File: config.mk
export PLATFORM = sky130hd
export DESIGN_NAME = gate_driver_fault_monitor
export DESIGN_NICKNAME = d
export VERILOG_FILES = /design/src/rtl/bldc_gate_pkg.sv /design/src/rtl/fault_debounce.sv /design/src/rtl/gate_driver_fault_monitor.sv
export SDC_FILE = /design/constraint.sdc
export NUM_CORES = 1
export LEC_CHECK = 0
export CELL_PAD_IN_SITES_DETAIL_PLACEMENT = 1
export CELL_PAD_IN_SITES_GLOBAL_PLACEMENT = 1
export CORE_MARGIN = 5
export CORE_UTILIZATION = 46
export CTS_CLUSTER_DIAMETER = 30
export DETAILED_ROUTE_END_ITERATION = 7
export PLACE_DENSITY = 0.77
export RECOVER_POWER = 100
export SLEW_MARGIN = 20
export SYNTH_ARGS = -nofsm -noshare
export SYNTH_HDL_FRONTEND = slang
export SYNTH_SLANG_ARGS = --single-unit
File: constraint.sdc
create_clock -name sys_clk -period 3.25 [get_ports sys_clk]
set_clock_uncertainty 0.2 [all_clocks]
set_input_delay 0.4875 -clock sys_clk [delete_from_list [all_inputs] [get_ports sys_clk]]
set_output_delay 0.4875 -clock sys_clk [all_outputs]
set_load 0.05 [all_outputs]
File: src/rtl/bldc_gate_pkg.sv
// Shared FSM state type and tick-conversion helpers for the gate driver fault monitor.
package bldc_gate_pkg;

  typedef enum logic [2:0] {
    ST_IDLE      = 3'd0,
    ST_RUN       = 3'd1,
    ST_DEBOUNCE  = 3'd2,
    ST_ISSUE     = 3'd3,
    ST_WAIT_DONE = 3'd4,
    ST_RECOVER   = 3'd5,
    ST_LOCKOUT   = 3'd6
  } state_t;

  localparam int DONE_TIMEOUT_US = 100;

  function automatic int ticks_per_us(input int clk_freq_hz);
    return clk_freq_hz / 1_000_000;
  endfunction

  // Clamp to one tick so a slow clock never yields a zero-length interval.
  function automatic int us_to_ticks(input int clk_freq_hz, input int us);
    int t;
    t = ticks_per_us(clk_freq_hz) * us;
    return (t < 1) ? 1 : t;
  endfunction

  function automatic int max_int(input int a, input int b);
    return (a > b) ? a : b;
  endfunction

endpackage

File: src/rtl/fault_debounce.sv
// nFAULT 2-flop synchronizer plus low-time qualifier; confirmed fires when the
// synchronized fault has been low for DEBOUNCE_TICKS consecutive armed cycles.
module fault_debounce
  import bldc_gate_pkg::*;
#(
  parameter int DEBOUNCE_TICKS = 108
) (
  input  logic sys_clk,
  input  logic reset_n,
  input  logic fault_n,
  input  logic arm,
  output logic flt,
  output logic confirmed
);

  localparam int CW = max_int($clog2(DEBOUNCE_TICKS + 1), 1);
  localparam logic [CW-1:0] CNT_LAST = CW'(DEBOUNCE_TICKS - 1);

  logic [1:0]    r_sync;
  logic [CW-1:0] r_cnt;

  // Flops come out of reset at 1 so a missing driver does not look like a fault.
  always_ff @(posedge sys_clk or negedge reset_n) begin
    if (!reset_n) begin
      r_sync <= 2'b11;
    end else begin
      r_sync <= {r_sync[0], fault_n};
    end
  end

  assign flt = r_sync[1];

  always_ff @(posedge sys_clk or negedge reset_n) begin
    if (!reset_n) begin
      r_cnt <= '0;
    end else if (!arm) begin
      r_cnt <= '0;
    end else if (!flt && (r_cnt != CNT_LAST)) begin
      r_cnt <= r_cnt + 1'b1;
    end
  end

  assign confirmed = arm && !flt && (r_cnt == CNT_LAST);

endmodule

File: src/rtl/gate_driver_fault_monitor.sv
// Gate driver nFAULT supervisor: debounce, fast/slow reset retries, lockout.
// Optional macro GATE_DRIVER_FAULT_STATS_EN adds the fault_events counter port.
module gate_driver_fault_monitor
  import bldc_gate_pkg::*;
#(
  parameter int clk_freq_hz      = 54_000_000,
  parameter int debounce_us      = 2,
  parameter int recover_us       = 50,
  parameter int max_fast_retries = 3
) (
  input  logic       sys_clk,
  input  logic       reset_n,
  input  logic       fault_n,
  input  logic       enable_req,
  input  logic       clear_fault,
  input  logic       reset_done,
  output logic       driver_enable,
  output logic       reset_start,
  output logic       slow_reset,
  output logic       fault_active,
  output logic       lockout,
  output logic [2:0] retry_cnt
`ifdef GATE_DRIVER_FAULT_STATS_EN
  ,
  output logic [15:0] fault_events
`endif
);

  localparam int DEBOUNCE_TICKS     = us_to_ticks(clk_freq_hz, debounce_us);
  localparam int RECOVER_TICKS      = us_to_ticks(clk_freq_hz, recover_us);
  localparam int DONE_TIMEOUT_TICKS = us_to_ticks(clk_freq_hz, DONE_TIMEOUT_US);
  localparam int TIMER_MAX          = max_int(RECOVER_TICKS, DONE_TIMEOUT_TICKS);
  localparam int TW                 = max_int($clog2(TIMER_MAX + 1), 1);

  localparam logic [TW-1:0] RECOVER_LAST = TW'(RECOVER_TICKS - 1);
  localparam logic [TW-1:0] TIMEOUT_LAST = TW'(DONE_TIMEOUT_TICKS - 1);
  localparam logic [2:0]    MAX_RETRY    = 3'(max_fast_retries);

  state_t        r_state;
  logic [TW-1:0] r_timer;
  logic [2:0]    r_retry_cnt;
  logic          r_driver_enable;
  logic          r_reset_start;
  logic          r_slow_reset;
  logic          r_fault_active;
  logic          r_lockout;

  logic w_flt;
  logic w_confirmed;
  logic w_arm;
  logic w_next_slow;
  logic w_confirm_evt;

  assign w_arm       = (r_state == ST_DEBOUNCE);
  assign w_next_slow = (r_retry_cnt == MAX_RETRY);
  assign w_confirm_evt = (r_state == ST_DEBOUNCE) && enable_req && w_confirmed;

  fault_debounce #(
    .DEBOUNCE_TICKS(DEBOUNCE_TICKS)
  ) u_fault_debounce (
    .sys_clk  (sys_clk),
    .reset_n  (reset_n),
    .fault_n  (fault_n),
    .arm      (w_arm),
    .flt      (w_flt),
    .confirmed(w_confirmed)
  );

  // slow_reset is held after the slow ISSUE and doubles as the "slow reset done" flag.
  always_ff @(posedge sys_clk or negedge reset_n) begin
    if (!reset_n) begin
      r_state         <= ST_IDLE;
      r_timer         <= '0;
      r_retry_cnt     <= '0;
      r_driver_enable <= 1'b0;
      r_reset_start   <= 1'b0;
      r_slow_reset    <= 1'b0;
      r_fault_active  <= 1'b0;
      r_lockout       <= 1'b0;
    end else begin
      r_reset_start <= 1'b0;
      case (r_state)
        ST_IDLE: begin
          if (enable_req) begin
            r_state         <= ST_RUN;
            r_driver_enable <= 1'b1;
          end
        end

        ST_RUN: begin
          if (!enable_req) begin
            r_state         <= ST_IDLE;
            r_driver_enable <= 1'b0;
          end else if (!w_flt) begin
            r_state <= ST_DEBOUNCE;
          end
        end

        ST_DEBOUNCE: begin
          if (!enable_req) begin
            r_state         <= ST_IDLE;
            r_driver_enable <= 1'b0;
          end else if (w_flt) begin
            r_state <= ST_RUN;
          end else if (w_confirmed) begin
            r_state        <= ST_ISSUE;
            r_reset_start  <= 1'b1;
            r_slow_reset   <= w_next_slow;
            r_fault_active <= 1'b1;
          end
        end

        ST_ISSUE: begin
          if (!r_slow_reset) begin
            r_retry_cnt <= r_retry_cnt + 3'd1;
          end
          r_state <= ST_WAIT_DONE;
          r_timer <= '0;
        end

        // A pending disable waits for the driver's reset to complete first.
        ST_WAIT_DONE: begin
          if (reset_done) begin
            r_timer <= '0;
            if (!enable_req) begin
              r_state         <= ST_IDLE;
              r_driver_enable <= 1'b0;
              r_fault_active  <= 1'b0;
              r_retry_cnt     <= '0;
              r_slow_reset    <= 1'b0;
            end else begin
              r_state <= ST_RECOVER;
            end
          end else if (r_timer == TIMEOUT_LAST) begin
            r_state         <= ST_LOCKOUT;
            r_driver_enable <= 1'b0;
            r_lockout       <= 1'b1;
          end else begin
            r_timer <= r_timer + 1'b1;
          end
        end

        ST_RECOVER: begin
          if (!enable_req) begin
            r_state         <= ST_IDLE;
            r_driver_enable <= 1'b0;
            r_fault_active  <= 1'b0;
            r_retry_cnt     <= '0;
            r_slow_reset    <= 1'b0;
          end else if (r_timer == RECOVER_LAST) begin
            if (w_flt) begin
              r_state        <= ST_RUN;
              r_fault_active <= 1'b0;
              r_retry_cnt    <= '0;
              r_slow_reset   <= 1'b0;
            end else if (!r_slow_reset) begin
              r_state       <= ST_ISSUE;
              r_reset_start <= 1'b1;
              r_slow_reset  <= w_next_slow;
            end else begin
              r_state         <= ST_LOCKOUT;
              r_driver_enable <= 1'b0;
              r_lockout       <= 1'b1;
            end
          end else begin
            r_timer <= r_timer + 1'b1;
          end
        end

        ST_LOCKOUT: begin
          if (clear_fault && !enable_req) begin
            r_state        <= ST_IDLE;
            r_lockout      <= 1'b0;
            r_fault_active <= 1'b0;
            r_retry_cnt    <= '0;
            r_slow_reset   <= 1'b0;
          end
        end

        default: begin
          r_state         <= ST_IDLE;
          r_driver_enable <= 1'b0;
          r_lockout       <= 1'b0;
          r_fault_active  <= 1'b0;
          r_retry_cnt     <= '0;
          r_slow_reset    <= 1'b0;
        end
      endcase
    end
  end

  assign driver_enable = r_driver_enable;
  assign reset_start   = r_reset_start;
  assign slow_reset    = r_slow_reset;
  assign fault_active  = r_fault_active;
  assign lockout       = r_lockout;
  assign retry_cnt     = r_retry_cnt;

`ifdef GATE_DRIVER_FAULT_STATS_EN
  logic [15:0] r_fault_events;

  always_ff @(posedge sys_clk or negedge reset_n) begin
    if (!reset_n) begin
      r_fault_events <= '0;
    end else if (w_confirm_evt && (r_fault_events != 16'hFFFF)) begin
      r_fault_events <= r_fault_events + 16'd1;
    end
  end

  assign fault_events = r_fault_events;
`else
  logic w_unused_evt;
  assign w_unused_evt = w_confirm_evt;
`endif

endmodule

Word level (Yosys, flattened, before mapping):

Index checks and enable logic that the tools add are counted.

* equality and inequality tests: 35
* bitwise gates (word level): 4
* mux-type cells: 71
* reduce and logical (&&, ||, !) cells: 20
* add/sub/neg operators: 3

Operators by type and width (count)
* 2-to-1 mux 3 bit: 20
* 2-to-1 mux 13 bit: 4
* case mux 13 bit (3 select lines): 1
* 2-to-1 mux 1 bit: 37
* != test 2 bit (second input constant): 16
* case mux 3 bit (7 select lines): 1
* != test 3 bit (second input constant): 6
* AND reduction 8 bit: 2
* case mux 1 bit (5 select lines): 3
* case mux 3 bit (5 select lines): 1
* 2-to-1 mux 7 bit: 2
* adder 13 x 1 -> 13 bit (second input constant): 1
* equality test 13 x 12 -> 1 bit (second input constant): 1
* equality test 13 bit (second input constant): 1
* AND reduction 6 bit: 2
* equality test 3 x 2 -> 1 bit (second input constant): 3
* equality test 3 bit (second input constant): 3
* AND reduction 9 bit: 1
* adder 7 x 1 -> 7 bit (second input constant): 1
* equality test 7 bit (second input constant): 1
* != test 7 bit (second input constant): 1
* AND reduction 7 bit: 1
* OR reduction 3 bit: 2
* logical AND 1 bit: 4
* other kinds (13): 18

* register bits after elaboration: 33
* input port bits: 6
* output and inout port bits: 8

Longest topological paths before layout:

* word-level depth: 7
* gate-level depth with buffers: 7
* gate-level depth less buffers: 6

By module:

Synthesis repeated with hierarchy kept, for this count alone.

* cell total of the unflattened synthesis: 221
* area, all modules: 2128.3 um2

By module, submodules not included
* gate_driver_fault_monitor: instances 1, cells an instance 181, area an instance 1701.6 um2, seq. area each 600.6 um2
* fault_debounce: instances 1, cells an instance 40, area an instance 426.7 um2, seq. area each 227.7 um2

Least setup slack after synthesis:

OpenSTA, ideal clock, no wires.

* kind: flip-flop to flip-flop
* start point: reg r_timer[0]
* end point: reg r_state[0]
* required time: 2.922 ns
* setup slack: 0.959 ns
* stages on the path, launching flop included: 7
* library setup time: 0.128 ns
* arrival time: 1.963 ns
* period minus slack after synthesis: 2.291 ns
* buffers on the path: 0
* cell sequence: dfrtp_1 -> ha_1 -> or4b_1 -> nor3_2 -> a211oi_2 -> a21oi_4 -> mux2_1

* longest elaborated chain between the ends: 3

Ends and longest elaborated chain
* from (decl): RTL line gate_driver_fault_monitor.sv:40 `logic [TW-1:0] r_timer;`
* from (signal assigned): RTL line gate_driver_fault_monitor.sv:139 `r_timer <= r_timer + 1'b1;`
* from (signal assigned): RTL line gate_driver_fault_monitor.sv:166 `r_timer <= r_timer + 1'b1;`
* equality test 13 bit or equality test 13 x 12 -> 1 bit (tied branches): RTL line gate_driver_fault_monitor.sv:134, gate_driver_fault_monitor.sv:150
* != test 3 bit (no source line)
* AND reduction 6 bit (no source line) *
* to (signal assigned): RTL line gate_driver_fault_monitor.sv:132 `r_state <= ST_RECOVER;`
* to (signal assigned): RTL line gate_driver_fault_monitor.sv:135 `r_state <= ST_LOCKOUT;`
* to (signal assigned): RTL line gate_driver_fault_monitor.sv:145 `r_state <= ST_IDLE;`
* to (decl): RTL line gate_driver_fault_monitor.sv:39 `state_t r_state;`

Every way passes the cells marked *; elsewhere a longest branch is shown, timed or not.
A chain may end at the register's enable or synchronous reset.

Worst setup path after layout:

* start point: reg r_state[1]
* end point: reg r_state[1]

* longest elaborated chain between the ends: 5

Ends and longest elaborated chain
* from (signal assigned): RTL line gate_driver_fault_monitor.sv:72 `r_state <= ST_IDLE;`
* from (signal assigned): RTL line gate_driver_fault_monitor.sv:85 `r_state <= ST_RUN;`
* from (signal assigned): RTL line gate_driver_fault_monitor.sv:92 `r_state <= ST_IDLE;`
* equality test 3 x 2 -> 1 bit: RTL line gate_driver_fault_monitor.sv:54, gate_driver_fault_monitor.sv:82
* logical AND 1 bit (2 in series): RTL line fault_debounce.sv:43 `assign confirmed = arm && !flt && (r_cnt == CNT_LAST);`
* != test 4 bit (no source line)
* AND reduction 6 bit (no source line)

Parallel ways exist; a longest one is shown, timed or not.

==> flow_summary.yaml <==
floorplanning:
  die_w_um: 77.08
  die_height_um: 77.08
  initial_utilization_pct: 47.53
  die-area_mm2: 0.005941
  pin_count: 14
  num_rows: 24
  core_area_mm2: 0.004354
global_routing:
  grt_overflow: 0
  grt_pass1_wl_um: 8866
  antenna_found_initial: 0
  grt_max_degree: 34
  grt_pass1_vias: 1768
  grtUsageTotal_pct: 18.84
layout:
  n_antenna_cell: 0
  finalNonFillerCells: 282
  fill_cells: 506
  areaGrowthSynthToFinish_pct: 12.64
  fin_nets: 239
  drive_gt1_share_pct: 9.130
synth:
  synth_commonest_cells: "dfrtp_1, nor2_1, xor2_1"
  avgSynthCellArea_um2: 9.670
  ys.flop_type: "dfrtp_1"
  synth.top_cell.area_share_pct: 37.48
  syn_nets: 224
  async_reset_ff_share_pct: 100.0
  synth_top_area_cell: "dfrtp_1"
  syn_inst: 214
  syn-cell-area_mm2: 0.002069
  synth-edff-count: 0
  yosys_register_bits: 33
  synth_cell_types: 54
  synthTopCellsByArea: "dfrtp_1, xor2_1, nor2_1"
  yosysSeqAreaShare_pct: 40.02
  post-synth-top-count-cell: "dfrtp_1"
  ys.warnings.count: 0
clocking:
  clk_latency_ns: 0.29
  ctsHoldBuffers: 0
  clk_pin_slew_ns: 0.07
  cts_setup_buffers: 0
  cts_root_buffer: "clkbuf_8"
  clockBufferDepth: 2
  cts_max_level: 2
  numCtsBuffers: 5
  cts_tree: "yes"
  cts_resized: 0
  cts_sinks: 33
hold_path:
  min_path_type: "flip-flop to flip-flop"
  hold_path.startpoint: "u_fault_debounce.r_sync[0]"
timing:
  period_needed_ns: 2.807
  setup_violations: 0
  rsz0062_at_grt: "no"
  relSlewSlack_pct: -19.48
  max_freq_mhz: 356.2
  period_share_pct: 86.38
  setup_tns_ns: 0
  finalHoldViolations: 0
  finalMaxSlewViolations: 34
  worst_pin_slew_ns: 1.792
route:
  vias_per_cell: 5.975
  num_vias: 1685
  drc: 0
  routed_wl_um: 5264
  ant_nets: 0
  drt_first_pass_iters: 4
  drtIter0Drc: 51
  routedWlPerCell_um: 18.67
worst_setup_path:
  slowest_delay_ns: 0.80
  crit_start: "r_state[1]"
  critPathCaptureType: "flip-flop"
  path_max_fanout: 22
  required_ns: 3.21
  path_class: "flip-flop to flip-flop"
  worstReg2RegStart: "r_state[1]"
  cp.arrival_ns: 2.77
  cp-start-kind: "flip-flop"
  slowest_stage: "dfrtp_1"
  crit_chain: "or3b_1 > nand3b_1 > o221ai_1 > a21oi_4 > mux2_1"
flow_run:
  drv_cap: 1
placement:
  dp.cells: 274
  port_buffers: 13
  hpwl_um: 3949
  gp_congestion: 0.8488
status:
  status: "finished with violations"
  violations: "capacitance limit, slew limit"
power:
  power_density_mw_per_mm2: 564.4
  ir_drop_mv: 0.2400
  power_w: 0.001316
  power.leakage_nw: 0.9803
## sequential cells by signal, summed over array words and instances, names as in the netlist
signal / count
r_timer: 13
u_fault_debounce.r_cnt: 7
r_state: 3
retry_cnt: 3
u_fault_debounce.r_sync: 2
driver_enable: 1
fault_active: 1
lockout: 1
reset_start: 1
slow_reset: 1
## worst max-delay path: cells and delay by family, from the launching register on
| family | cells | cell delay, ns |
|---|---|---|
| DFF | 1 | 0.80 |
| AOI/OAI and AO/OA | 2 | 0.47 |
| muxes | 1 | 0.34 |
| and+or+nand+nor | 2 | 0.88 |
## cells in the final DEF (no fill, tap or decap), drive strengths merged, types with 5 or more instances in the layout
cell	netlist	layout
and2	5	5
clkbuf	5	7
nor3b	6	6
o21ai	9	9
nand3	9	9
a21oi	11	11
inv	8	8
mux2	6	6
dfrtp	31	31
nor2	23	23
nand2b	5	5
and3	5	5
dlygate4sd3	0	11
xor2	11	11
nand2	7	7
nor3	5	5
xnor2	5	5
nand4	7	7
## stage by stage
step / setup slack [ns] / hold slack [ns] / area (um^2) / utilization, %
final: 0.4426 / 0.1641 / 2331 / 53.53
after global routing: 0.2628 / 0.1706 / 2331 / 53.53
after CTS: 0.4835 / 0.1664 / 2344 / 53.82
after detailed placement: 0.3696 / 0.1553 / 2247 / 51.61
after global placement: 0.4388 / 0.1502 / 2247 / 51.61
after floorplan: 0.9592 / -0.008091 / 2069 / -
## power breakdown
part | leakage (nW) | switching (W) | internal [W]
sequential | 0.448 | 0.0000829 | 0.000450
combinational | 0.481 | 0.000280 | 0.000172
clock | 0.0512 | 0.000160 | 0.000172
## final timing paths
path,end,slack (ns),cells after the start
worst min register to register,u_fault_debounce.r_sync[1],0.16,0
min in group asynchronous,u_fault_debounce.r_cnt[5],1.01,2
max in group asynchronous,r_timer[12],0.80,2
worst max-delay path,r_state[1],0.44,5
worst min-delay path,u_fault_debounce.r_sync[1],0.16,0
worst max register to register,r_state[1],0.44,5
## logic make-up (layout without fill, tap and decap cells)
family          count (synthesis)  in the layout  share of synthesized area [%]
buf+inv                        18             34                          4.111
xor+xnor                       16             16                          6.771
fa+ha+maj                       4              4                          2.418
mux                             8              8                          4.232
simple gates                   95             95                          29.02
compound gates                 40             40                          13.42
flops                          33             33                          40.02
## metal layers
metal / vias to the layer above / global-route usage [%] / part of all wire [%]
li1: 811 / - / -
met1: 848 / 23.33 / 45
met2: 21 / 32.85 / 51
met3: 5 / 3.396 / 2.5
met4: 0 / 6.186 / 1.4
met5: - / 0 / 0
## layout make-up
cell class / count / area, um^2 / area share, %
clock buffer: 6 / 82.58 / 3.543
timing repair buffer: 18 / 163.9 / 7.032
sequential: 33 / 828.3 / 35.53
clock inverter: 2 / 13.76 / 0.5904
multi-input combinational: 163 / 1147 / 49.22
tap: 52 / 65.06 / 2.791
inverter: 8 / 30.03 / 1.288
Note: power is estimated with default switching activity, not from simulation.
